--- src/rtl/mips_pkg.sv ---
// Shared definitions for the EX-stage multiply/divide engine and its decoder-side users.
package mips_pkg;

  localparam int WIDTH_DEF = 32;

  localparam logic [5:0] FN_MULT = 6'd24;
  localparam logic [5:0] FN_DIV  = 6'd26;

  typedef enum logic [1:0] {
    IDLE,
    CALC,
    DONE
  } md_state_t;

endpackage

--- src/rtl/muldiv_unit_if.sv ---
// Mul/Div strobe, operand, MTHI/MTLO and HI/LO result bundle between decode/EX and the engine.
interface muldiv_unit_if import mips_pkg::*; #(
  parameter int WIDTH = WIDTH_DEF
);
  logic             start_mul;
  logic             start_div;
  logic [WIDTH-1:0] src_a;
  logic [WIDTH-1:0] src_b;
  logic             hi_we;
  logic             lo_we;
  logic [WIDTH-1:0] wdata;
  logic             busy;
  logic             stall;
  logic             done;
  logic [WIDTH-1:0] hi;
  logic [WIDTH-1:0] lo;

  modport master (
    output start_mul, start_div, src_a, src_b, hi_we, lo_we, wdata,
    input  busy, stall, done, hi, lo
  );

  modport slave (
    input  start_mul, start_div, src_a, src_b, hi_we, lo_we, wdata,
    output busy, stall, done, hi, lo
  );
endinterface

--- src/rtl/muldiv_sign_fix.sv ---
// Conditional two's-complement negate: absolute value at start, sign restoration at commit.
module muldiv_sign_fix #(
  parameter int N = 32
) (
  input  logic [N-1:0] value,
  input  logic         negate,
  output logic [N-1:0] result
);

  assign result = negate ? (~value + N'(1)) : value;

endmodule

--- src/rtl/muldiv_unit.sv ---
// Iterative signed multiply (shift-add) / divide (restoring) engine with HI/LO registers.
module muldiv_unit import mips_pkg::*; #(
  parameter  int WIDTH = WIDTH_DEF,
  localparam int CNT_W = $clog2(WIDTH) + 1
) (
  input logic          clk,
  input logic          rst_n,
  muldiv_unit_if.slave bus
);

  md_state_t          state, next_state;
  logic [CNT_W-1:0]   cnt;
  logic [2*WIDTH-1:0] acc;
  logic [WIDTH-1:0]   operand;
  logic [WIDTH-1:0]   a_raw;
  logic               sign_a, sign_b, is_div, div_zero;
  logic               busy_q, done_q;
  logic [WIDTH-1:0]   hi_q, lo_q;

  logic               start_any;
  logic               load, step, commit;
  logic [WIDTH-1:0]   abs_a, abs_b;
  logic [WIDTH:0]     mul_sum, rem_shift, rem_diff;
  logic [2*WIDTH-1:0] acc_step;
  logic [2*WIDTH-1:0] prod_signed;
  logic [WIDTH-1:0]   quo_signed, rem_signed;
  logic [WIDTH-1:0]   result_hi, result_lo;

  assign start_any = bus.start_mul | bus.start_div;

  muldiv_sign_fix #(.N(WIDTH)) u_abs_a (
    .value (bus.src_a), .negate(bus.src_a[WIDTH-1]), .result(abs_a)
  );
  muldiv_sign_fix #(.N(WIDTH)) u_abs_b (
    .value (bus.src_b), .negate(bus.src_b[WIDTH-1]), .result(abs_b)
  );

  always_ff @(posedge clk) begin
    if (!rst_n) state <= IDLE;
    else        state <= next_state;
  end

  always_comb begin
    next_state = state;
    case (state)
      IDLE:    if (start_any) next_state = CALC;
      CALC:    if (cnt == CNT_W'(WIDTH - 1)) next_state = DONE;
      DONE:    next_state = IDLE;
      default: next_state = IDLE;
    endcase
  end

  always_comb begin
    load   = 1'b0;
    step   = 1'b0;
    commit = 1'b0;
    case (state)
      IDLE:    load   = start_any;
      CALC:    step   = 1'b1;
      DONE:    commit = 1'b1;
      default: ;
    endcase
  end

  // acc holds {partial product, remaining multiplier} or {partial remainder, dividend/quotient}
  always_comb begin
    mul_sum   = {1'b0, acc[2*WIDTH-1:WIDTH]} + {1'b0, operand};
    rem_shift = {acc[2*WIDTH-1:WIDTH], acc[WIDTH-1]};
    rem_diff  = rem_shift - {1'b0, operand};
    if (is_div) begin
      if (!rem_diff[WIDTH]) acc_step = {rem_diff[WIDTH-1:0], acc[WIDTH-2:0], 1'b1};
      else                  acc_step = {rem_shift[WIDTH-1:0], acc[WIDTH-2:0], 1'b0};
    end else if (acc[0]) begin
      acc_step = {mul_sum, acc[WIDTH-1:1]};
    end else begin
      acc_step = {1'b0, acc[2*WIDTH-1:WIDTH], acc[WIDTH-1:1]};
    end
  end

  always_ff @(posedge clk) begin
    if (!rst_n) begin
      cnt      <= '0;
      acc      <= '0;
      operand  <= '0;
      a_raw    <= '0;
      sign_a   <= 1'b0;
      sign_b   <= 1'b0;
      is_div   <= 1'b0;
      div_zero <= 1'b0;
    end else if (load) begin
      cnt      <= '0;
      a_raw    <= bus.src_a;
      sign_a   <= bus.src_a[WIDTH-1];
      sign_b   <= bus.src_b[WIDTH-1];
      is_div   <= ~bus.start_mul;
      div_zero <= (bus.src_b == '0);
      if (bus.start_mul) begin
        acc     <= {{WIDTH{1'b0}}, abs_b};
        operand <= abs_a;
      end else begin
        acc     <= {{WIDTH{1'b0}}, abs_a};
        operand <= abs_b;
      end
    end else if (step) begin
      acc <= acc_step;
      cnt <= cnt + CNT_W'(1);
    end
  end

  // Quotient follows sign(a)^sign(b); remainder follows the dividend
  muldiv_sign_fix #(.N(2*WIDTH)) u_fix_prod (
    .value (acc), .negate(sign_a ^ sign_b), .result(prod_signed)
  );
  muldiv_sign_fix #(.N(WIDTH)) u_fix_quo (
    .value (acc[WIDTH-1:0]), .negate(sign_a ^ sign_b), .result(quo_signed)
  );
  muldiv_sign_fix #(.N(WIDTH)) u_fix_rem (
    .value (acc[2*WIDTH-1:WIDTH]), .negate(sign_a), .result(rem_signed)
  );

  always_comb begin
    if (!is_div) begin
      result_hi = prod_signed[2*WIDTH-1:WIDTH];
      result_lo = prod_signed[WIDTH-1:0];
    end else if (div_zero) begin
      result_hi = a_raw;
      result_lo = '1;
    end else begin
      result_hi = rem_signed;
      result_lo = quo_signed;
    end
  end

  always_ff @(posedge clk) begin
    if (!rst_n) begin
      busy_q <= 1'b0;
      done_q <= 1'b0;
    end else begin
      busy_q <= (next_state != IDLE);
      done_q <= commit;
    end
  end

  always_ff @(posedge clk) begin
    if (!rst_n) begin
      hi_q <= '0;
      lo_q <= '0;
    end else if (commit) begin
      hi_q <= result_hi;
      lo_q <= result_lo;
    end else begin
      if (bus.hi_we) hi_q <= bus.wdata;
      if (bus.lo_we) lo_q <= bus.wdata;
    end
  end

  assign bus.busy  = busy_q;
  assign bus.done  = done_q;
  assign bus.hi    = hi_q;
  assign bus.lo    = lo_q;
  assign bus.stall = busy_q | start_any;

endmodule

--- src/flat_wrapper.sv ---
// flat-port wrapper written by rule: the top's interface ports become plain ports
module muldiv_unit_flat import mips_pkg::*;
#(
  parameter  int WIDTH = WIDTH_DEF,
  localparam int CNT_W = $clog2(WIDTH) + 1
)
  (clk, rst_n, bus_start_mul, bus_start_div, bus_src_a, bus_src_b, bus_hi_we, bus_lo_we, bus_wdata, bus_busy, bus_stall, bus_done, bus_hi, bus_lo);
  muldiv_unit_if #(.WIDTH(WIDTH)) bus_i ();
  input logic clk;
  input logic rst_n;
  input wire logic [$bits(bus_i.start_mul)-1:0] bus_start_mul;
  input wire logic [$bits(bus_i.start_div)-1:0] bus_start_div;
  input wire logic [$bits(bus_i.src_a)-1:0] bus_src_a;
  input wire logic [$bits(bus_i.src_b)-1:0] bus_src_b;
  input wire logic [$bits(bus_i.hi_we)-1:0] bus_hi_we;
  input wire logic [$bits(bus_i.lo_we)-1:0] bus_lo_we;
  input wire logic [$bits(bus_i.wdata)-1:0] bus_wdata;
  output wire logic [$bits(bus_i.busy)-1:0] bus_busy;
  output wire logic [$bits(bus_i.stall)-1:0] bus_stall;
  output wire logic [$bits(bus_i.done)-1:0] bus_done;
  output wire logic [$bits(bus_i.hi)-1:0] bus_hi;
  output wire logic [$bits(bus_i.lo)-1:0] bus_lo;
  assign bus_i.start_mul = bus_start_mul;
  assign bus_i.start_div = bus_start_div;
  assign bus_i.src_a = bus_src_a;
  assign bus_i.src_b = bus_src_b;
  assign bus_i.hi_we = bus_hi_we;
  assign bus_i.lo_we = bus_lo_we;
  assign bus_i.wdata = bus_wdata;
  assign bus_busy = bus_i.busy;
  assign bus_stall = bus_i.stall;
  assign bus_done = bus_i.done;
  assign bus_hi = bus_i.hi;
  assign bus_lo = bus_i.lo;
  muldiv_unit #(.WIDTH(WIDTH)) u_core (.clk(clk), .rst_n(rst_n), .bus(bus_i));
endmodule
--- config.mk ---
export PLATFORM = sky130hd
export DESIGN_NAME = muldiv_unit_flat
export DESIGN_NICKNAME = d
export VERILOG_FILES = /design/src/rtl/mips_pkg.sv /design/src/rtl/muldiv_unit_if.sv /design/src/rtl/muldiv_sign_fix.sv /design/src/rtl/muldiv_unit.sv /design/src/flat_wrapper.sv
export SDC_FILE = /design/constraint.sdc
export NUM_CORES = 1
export LEC_CHECK = 0
export ABC_AREA = 1
export CELL_PAD_IN_SITES_DETAIL_PLACEMENT = 1
export CELL_PAD_IN_SITES_GLOBAL_PLACEMENT = 2
export CORE_MARGIN = 1
export CORE_UTILIZATION = 32
export CTS_BUF_LIST = sky130_fd_sc_hd__clkbuf_4 sky130_fd_sc_hd__clkbuf_8
export DETAILED_ROUTE_END_ITERATION = 7
export PLACE_DENSITY = 0.89
export SLEW_MARGIN = 20
export SYNTH_ARGS = -nofsm -noshare
export SYNTH_HDL_FRONTEND = slang
export SYNTH_HIERARCHICAL = 1
export SYNTH_SLANG_ARGS = --single-unit
--- constraint.sdc ---
create_clock -name clk -period 3.7 [get_ports clk]
set_clock_uncertainty 0.15 [all_clocks]
set_input_delay 0.74 -clock clk [delete_from_list [all_inputs] [get_ports clk]]
set_output_delay 0.74 -clock clk [all_outputs]
set_load 0.01 [all_outputs]
After elaboration in Yosys (flattened, before gate mapping)
Index checks and enable logic that the tools add are counted.
Widths: inputs -> output; s select.
- register bits after elaboration: 206
- output and inout bits: 67
- input port bits: 102
- logic and storage cells: 67
- bitwise logic cells: 10
- reduce and logical (&&, ||, !) cells: 7
- add/sub/neg operators: 8
- muxes and demuxes: 26
- equality and inequality tests: 3
- operators by type and width (operator ; count):
    $mux 32 ; 14
    $mux 64 ; 6
    $add 32x1->32 const B ; 4
    $not 32->32 ; 4
    $add 64x1->64 const B ; 1
    $not 64->64 ; 1
    $add 32x32->33 ; 1
    $sub 33x32->33 ; 1
    $logic_not 32->1 ; 1
    $reduce_bool 2->1 ; 4
    $add 6x1->6 const B ; 1
    $eq 6x5->1 const B ; 1
    $mux 2 ; 2
    $pmux 2 s2 ; 1
    $mux 1 ; 3
    $eq 2x1->1 const B ; 1
    $eq 2x2->1 const B ; 1
    $logic_not 2->1 ; 1
    $not 1->1 ; 2
    $or 1x1->1 ; 2
    $reduce_or 2->1 ; 1
    $xor 1x1->1 ; 1

Depth between registers and ports, before layout
- word-level depth: 6
- gate-level depth with buffers: 19
- mapped depth without buffers: 18

By module
The synthesis kept the hierarchy.
- modules (own cells, without submodules) (module ; area each (µm²) ; seq. area each (µm²) ; cells each ; times used):
    muldiv_unit ; 15977.8 ; 4103.9 ; 2641 ; 1
    muldiv_sign_fix at u_core.u_abs_a ... ; 1108.6 ; 0.0 ; 227 ; 4
    muldiv_sign_fix at u_core.u_fix_prod ; 2466.1 ; 0.0 ; 498 ; 1

Worst setup path after synthesis
No wires, ideal clock.
- kind: flip-flop to flip-flop
- from: reg u_core.acc[31]
- to: reg u_core.acc[41]
- slack: 1.102 ns
- path buffers: 1
- data required time: 3.407 ns
- arrival time: 2.305 ns
- clock period less this slack: 2.598 ns
- library setup time: 0.143 ns
- cell stages (with the launch flop): 19
- path through: dfxtp_1 inv_1 ha_1 fa_1 inv_1 nand2_1 nand2_1 nand3_1 nand2_2 nand2_2 nand2_2 nand2_4 nand3_1 nand2_4 buf_12 nand2_2 nand3_2 nand2_1 a21oi_2
- longest elaborated chain between the ends: 5
- RTL lines (what ; line ; text):
    start: declaration ; muldiv_unit.sv:13 ; logic [2*WIDTH-1:0] acc;
    start signal: assignment ; muldiv_unit.sv:98 ; acc <= {{WIDTH{1'b0}}, abs_b};
    start signal: assignment ; muldiv_unit.sv:101 ; acc <= {{WIDTH{1'b0}}, abs_a};
    start signal: assignment ; muldiv_unit.sv:105 ; acc <= acc_step;
    $sub 33x32->33 ; muldiv_unit.sv:69 ; rem_diff = rem_shift - {1'b0, operand};
    $mux 64 ; muldiv_unit.sv:71 ; if (!rem_diff[WIDTH]) acc_step = {rem_diff[WIDTH-1:0], acc[WIDTH-2:0], 1'b1};
    $mux 64 ; muldiv_unit.sv:70 ; if (is_div) begin
    $mux 64 ; muldiv_unit.sv:104 ; end else if (step) begin
    $mux 64 ; muldiv_unit.sv:90 ; end else if (load) begin
Every way passes these cells. The select of a mux whose other input is x is not followed.
A chain may end at the register's enable or synchronous reset.

Final worst setup path
- from: in bus_start_div
- to: out bus_stall
- longest elaborated chain between the ends: 2
- RTL lines (what ; line ; text):
    start: declaration ; flat_wrapper.sv:12 ; input wire logic [$bits(bus_i.start_div)-1:0] bus_start_div;
    $or 1x1->1 ; muldiv_unit.sv:29 ; assign start_any = bus.start_mul | bus.start_div;
    $or 1x1->1 ; muldiv_unit.sv:161 ; assign bus.stall = busy_q | start_any;
    end: declaration ; flat_wrapper.sv:19 ; output wire logic [$bits(bus_i.stall)-1:0] bus_stall;
Every way passes these cells.

==> impl_results.md <==
- # resized after CTS: 0
- Placement Rows: 97
- Share of total power in sequential cells: 25.8%
- Grt ovf: 0
- Number of global-route vias before repair: 26,356
- Final GP Congestion: 0.975
- Max Fanout on Critical Path: 2
- Number of max-capacitance violations reported: 0
- Synth-to-Final Area Change: 16.8%
- Total negative setup slack: 0 ns
- Post-DR wirelength/cell: 21.7 µm
- Final count of pins violating max slew: 0
- TritonCTS clock tree: built
- Vertical extent of the die: 269 µm
- Number of clock sinks: 205
- Share of the cycle needed by the critical path after routing: 95.7%
- Fraction of power consumed by the clock network: 25.0%
- Critical path start-end classification: in2out
- Ys flop type: sky130_fd_sc_hd__dfxtp_1
- Total power: 10.5 mW
- Syn_area_per_cell: 5.65 µm²
- Full die area: 72,600 µm²
- Iteration count of the initial detailed-routing pass: 5
- Power density over cell area: 391 nW/µm²
- CTS HTree Levels: 2
- Hold slack: 0.298 ns
- Worst-margin pin slew: 1.11 ns
- DRC violations left: 0
- Buffers added on ports: 168
- Data arrival time of the worst path: 2.65 ns
- Netlist Area Pre-Place: 22,900 µm²
- Hold-fix buffer count after cts: 0
- WHS Endpoint: u_core/a_raw[7]
- Final hold vios: 0
- Buffers inserted by post-CTS timing repair: 0
- Number of clock buffers inserted by TritonCTS: 42
- R2r startpoint: u_core/acc[31]
- Minimum clock period after layout: 3.54 ns
- RSZ-0062 raised after global routing: no
- Setup violations, final: 0
- Fraction of final layout cells with drive strength greater than 1: 10.4%
- Initial Util: 32.5%
- Worst r2r path cells: 18
- Maximum vdd ir drop: 0.241 mV
- Hold wc startpoint: u_core/a_raw[7]
- Buffer levels on the longest clock path: 3
- Count of state elements after synthesis: 205
- Pin count of the biggest net entering global routing: 91
- Endpoint of the worst register-to-register path: u_core/acc[54]
- Number of primary I/O pins: 169
- Reg clk slew, reported paths: 0.05 ns
- Sequential cell area fraction in the yosys report: 17.9%
- Max_slew headroom: 25.7%
- Share of synthesized registers carrying an async set or reset: 0%
- Antenna violation net count after detailed routing: 0
- Hold path cells: 2
- Net count reported at finish: 4,372
- Combinational power share: 49.2%
- Required time of the critical path: 2.81 ns
- Total via count after detailed routing: 27,826
- Hold crit path type: reg2reg
- P_int: 5.52 mW
- Switching power share of the total: 47.2%
- Worst setup slack for register-to-register paths: 0.37 ns
- Sw power: 4.94 mW
- Warning count from the yosys run: 6
- Clock Tree Root: sky130_fd_sc_hd__clkbuf_8
- Startpoint types: primary input
- Unique masters post-synth: 52
- Max Clock Freq: 283 MHz
- Area of the placeable core: 70,400 µm²
- Detailed Route WL: 112,000 µm
- Gate Count Post-Synth: 4,047
- Number of synthesized flops with an enable pin: 0
- Global router's overall resource usage: 30.0%
- Leakage power of the design: 12.8 nW
- Drt via density: 5.38
- Insertion delay to the later sink of the worst-skew pair: 0.64 ns
- Detailed Place HPWL: 89,900 µm
- DR iter-0 viols: 2,385
- Category of the worst setup path capture point: primary output
- Status: complete, no violations
- Net count of the mapped netlist: 4,221
- Initial antenna violation count: 6
- Die extent in x: 269 µm
- First-pass GRT wire length: 167,000 µm
[kinds of logic after synthesis]
| family | Yosys count | synth area share, % |
|---|---|---|
| buf+inv | 695 | 12.1 |
| flops | 205 | 17.9 |
| fa+ha+maj | 72 | 4.00 |
| xor+xnor | 113 | 4.36 |
| compound gates | 706 | 18.1 |
| simple gates | 2256 | 43.5 |
[worst max path at each step]
stage | from | endpoint
floorplan | u_core/acc[31] | u_core/acc[41]
global route | u_core/acc[31] | u_core/acc[50]
finish | bus_start_div | bus_stall
global placement | bus_start_div | u_core/acc[15]
detailed placement | bus_start_div | u_core/acc[29]
CTS | bus_start_div | bus_stall
[registers in the layout (all words and copies together) (netlist names)]
name	flops
u_core/state	2
u_core/cnt	6
u_core/acc	64
u_core/operand	32
u_core/bus.hi	32
u_core/is_div	1
u_core/bus.busy	1
u_core/sign_b	1
u_core/a_raw	32
u_core/bus.lo	32
u_core/bus.done	1
u_core/div_zero	1
[synthesized netlist by cell type, types with 10 or more instances]
master / instances / area, µm²
sky130_fd_sc_hd__xor2_1: 50 / 438
sky130_fd_sc_hd__xnor2_1: 62 / 543
sky130_fd_sc_hd__o21ai_0: 299 / 1500
sky130_fd_sc_hd__nand3b_1: 19 / 143
sky130_fd_sc_hd__o21ai_1: 10 / 50.1
sky130_fd_sc_hd__a221oi_1: 32 / 280
sky130_fd_sc_hd__nand2_2: 68 / 425
sky130_fd_sc_hd__ha_1: 70 / 876
sky130_fd_sc_hd__inv_2: 11 / 41.3
sky130_fd_sc_hd__nand3_2: 24 / 240
sky130_fd_sc_hd__dfxtp_1: 205 / 4100
sky130_fd_sc_hd__clkbuf_1: 110 / 413
sky130_fd_sc_hd__nand2_4: 12 / 135
sky130_fd_sc_hd__nor2_4: 35 / 394
sky130_fd_sc_hd__buf_4: 11 / 82.6
sky130_fd_sc_hd__nor2_1: 474 / 1780
sky130_fd_sc_hd__nand2_1: 1287 / 4830
sky130_fd_sc_hd__buf_2: 21 / 105
sky130_fd_sc_hd__nor3_1: 19 / 95.1
sky130_fd_sc_hd__inv_1: 521 / 1960
sky130_fd_sc_hd__nand3_1: 199 / 996
sky130_fd_sc_hd__a31oi_1: 51 / 319
sky130_fd_sc_hd__a21oi_1: 210 / 1050
sky130_fd_sc_hd__nand4_1: 38 / 238
sky130_fd_sc_hd__nor2_2: 42 / 263
sky130_fd_sc_hd__o221ai_1: 38 / 333
sky130_fd_sc_hd__buf_1: 10 / 37.5
sky130_fd_sc_hd__nor4_1: 11 / 68.8
sky130_fd_sc_hd__a21oi_2: 31 / 272
[area by class of cell]
class	count	area, µm²
repair buffers	264	2480
diodes	1	2.50
well taps	940	1180
multi-input cells	3147	16000
flip-flops and latches	205	4110
clock inverters	4	50.0
fillers	9757	43700
inverters	538	2040
clock buffers	69	837
[power by group through the flow]
stage,combinational (mW),sequential [mW],clock (mW)
after CTS,5.05,2.69,2.67
after global placement,4.95,2.73,0
after detailed placement,5.03,2.73,0
final,5.15,2.70,2.61
after global routing,5.60,2.71,2.78
after floorplan,3.37,2.64,0
[stage by stage]
step	instance area (µm²)	utilization, %	setup WS, ns	std cells
after floorplan	22900	-	1.10	4047
after global placement	25800	36.7	0.186	5094
after detailed placement	25800	36.7	0.141	5094
after CTS	26700	38.0	0.191	5167
after global routing	26700	38.0	0.122	5168
final	26700	38.0	0.161	5168
[layer usage]
layer	up-vias	wire length, µm	GRT usage [%]	share of wire [%]
li1	13230	-	-	-
met1	13522	53000	43.4	47
met2	911	48000	45.7	43
met3	157	7850	4.00	7.0
met4	6	3210	8.79	2.9
met5	-	34	0	0.030
[placed cells by master, fill, tap and decap left out, types with 4 or more instances in the layout]
| master | instances |
|---|---|
| sky130_fd_sc_hd__nand4_1 | 38 |
| sky130_fd_sc_hd__nand3_4 | 4 |
| sky130_fd_sc_hd__xnor2_1 | 62 |
| sky130_fd_sc_hd__a21oi_2 | 31 |
| sky130_fd_sc_hd__nand2_1 | 1287 |
| sky130_fd_sc_hd__clkdlybuf4s50_1 | 166 |
| sky130_fd_sc_hd__nand2_2 | 68 |
| sky130_fd_sc_hd__and2_1 | 9 |
| sky130_fd_sc_hd__inv_6 | 4 |
| sky130_fd_sc_hd__o211ai_1 | 8 |
| sky130_fd_sc_hd__a221oi_1 | 32 |
| sky130_fd_sc_hd__xor2_1 | 49 |
| sky130_fd_sc_hd__ha_1 | 70 |
| sky130_fd_sc_hd__clkbuf_4 | 18 |
| sky130_fd_sc_hd__o21ai_0 | 299 |
| sky130_fd_sc_hd__o21ai_1 | 10 |
| sky130_fd_sc_hd__inv_1 | 518 |
| sky130_fd_sc_hd__o21ai_4 | 6 |
| sky130_fd_sc_hd__nor2_4 | 36 |
| sky130_fd_sc_hd__o221ai_1 | 38 |
| sky130_fd_sc_hd__o21bai_1 | 6 |
| sky130_fd_sc_hd__a31oi_1 | 51 |
| sky130_fd_sc_hd__nand3_2 | 24 |
| sky130_fd_sc_hd__inv_2 | 15 |
| sky130_fd_sc_hd__nor2_2 | 42 |
| sky130_fd_sc_hd__buf_12 | 7 |
| sky130_fd_sc_hd__nand3b_1 | 19 |
| sky130_fd_sc_hd__buf_4 | 90 |
| sky130_fd_sc_hd__nor3_1 | 19 |
| sky130_fd_sc_hd__dfxtp_1 | 204 |
| sky130_fd_sc_hd__clkbuf_8 | 51 |
| sky130_fd_sc_hd__nor4_1 | 11 |
| sky130_fd_sc_hd__nor2_1 | 473 |
| sky130_fd_sc_hd__a21oi_1 | 210 |
| sky130_fd_sc_hd__nor2_8 | 7 |
| sky130_fd_sc_hd__o21ai_2 | 9 |
| sky130_fd_sc_hd__nand3_1 | 199 |
| sky130_fd_sc_hd__nand2_4 | 12 |
[critical path, cell delays in order]
cell,delay [ns]
sky130_fd_sc_hd__clkdlybuf4s50_1,0.43
sky130_fd_sc_hd__nor2_1,0.85
sky130_fd_sc_hd__nand2_1,0.10
sky130_fd_sc_hd__clkdlybuf4s50_1,0.52
No activity file was read; power rests on OpenSTA's default activity.
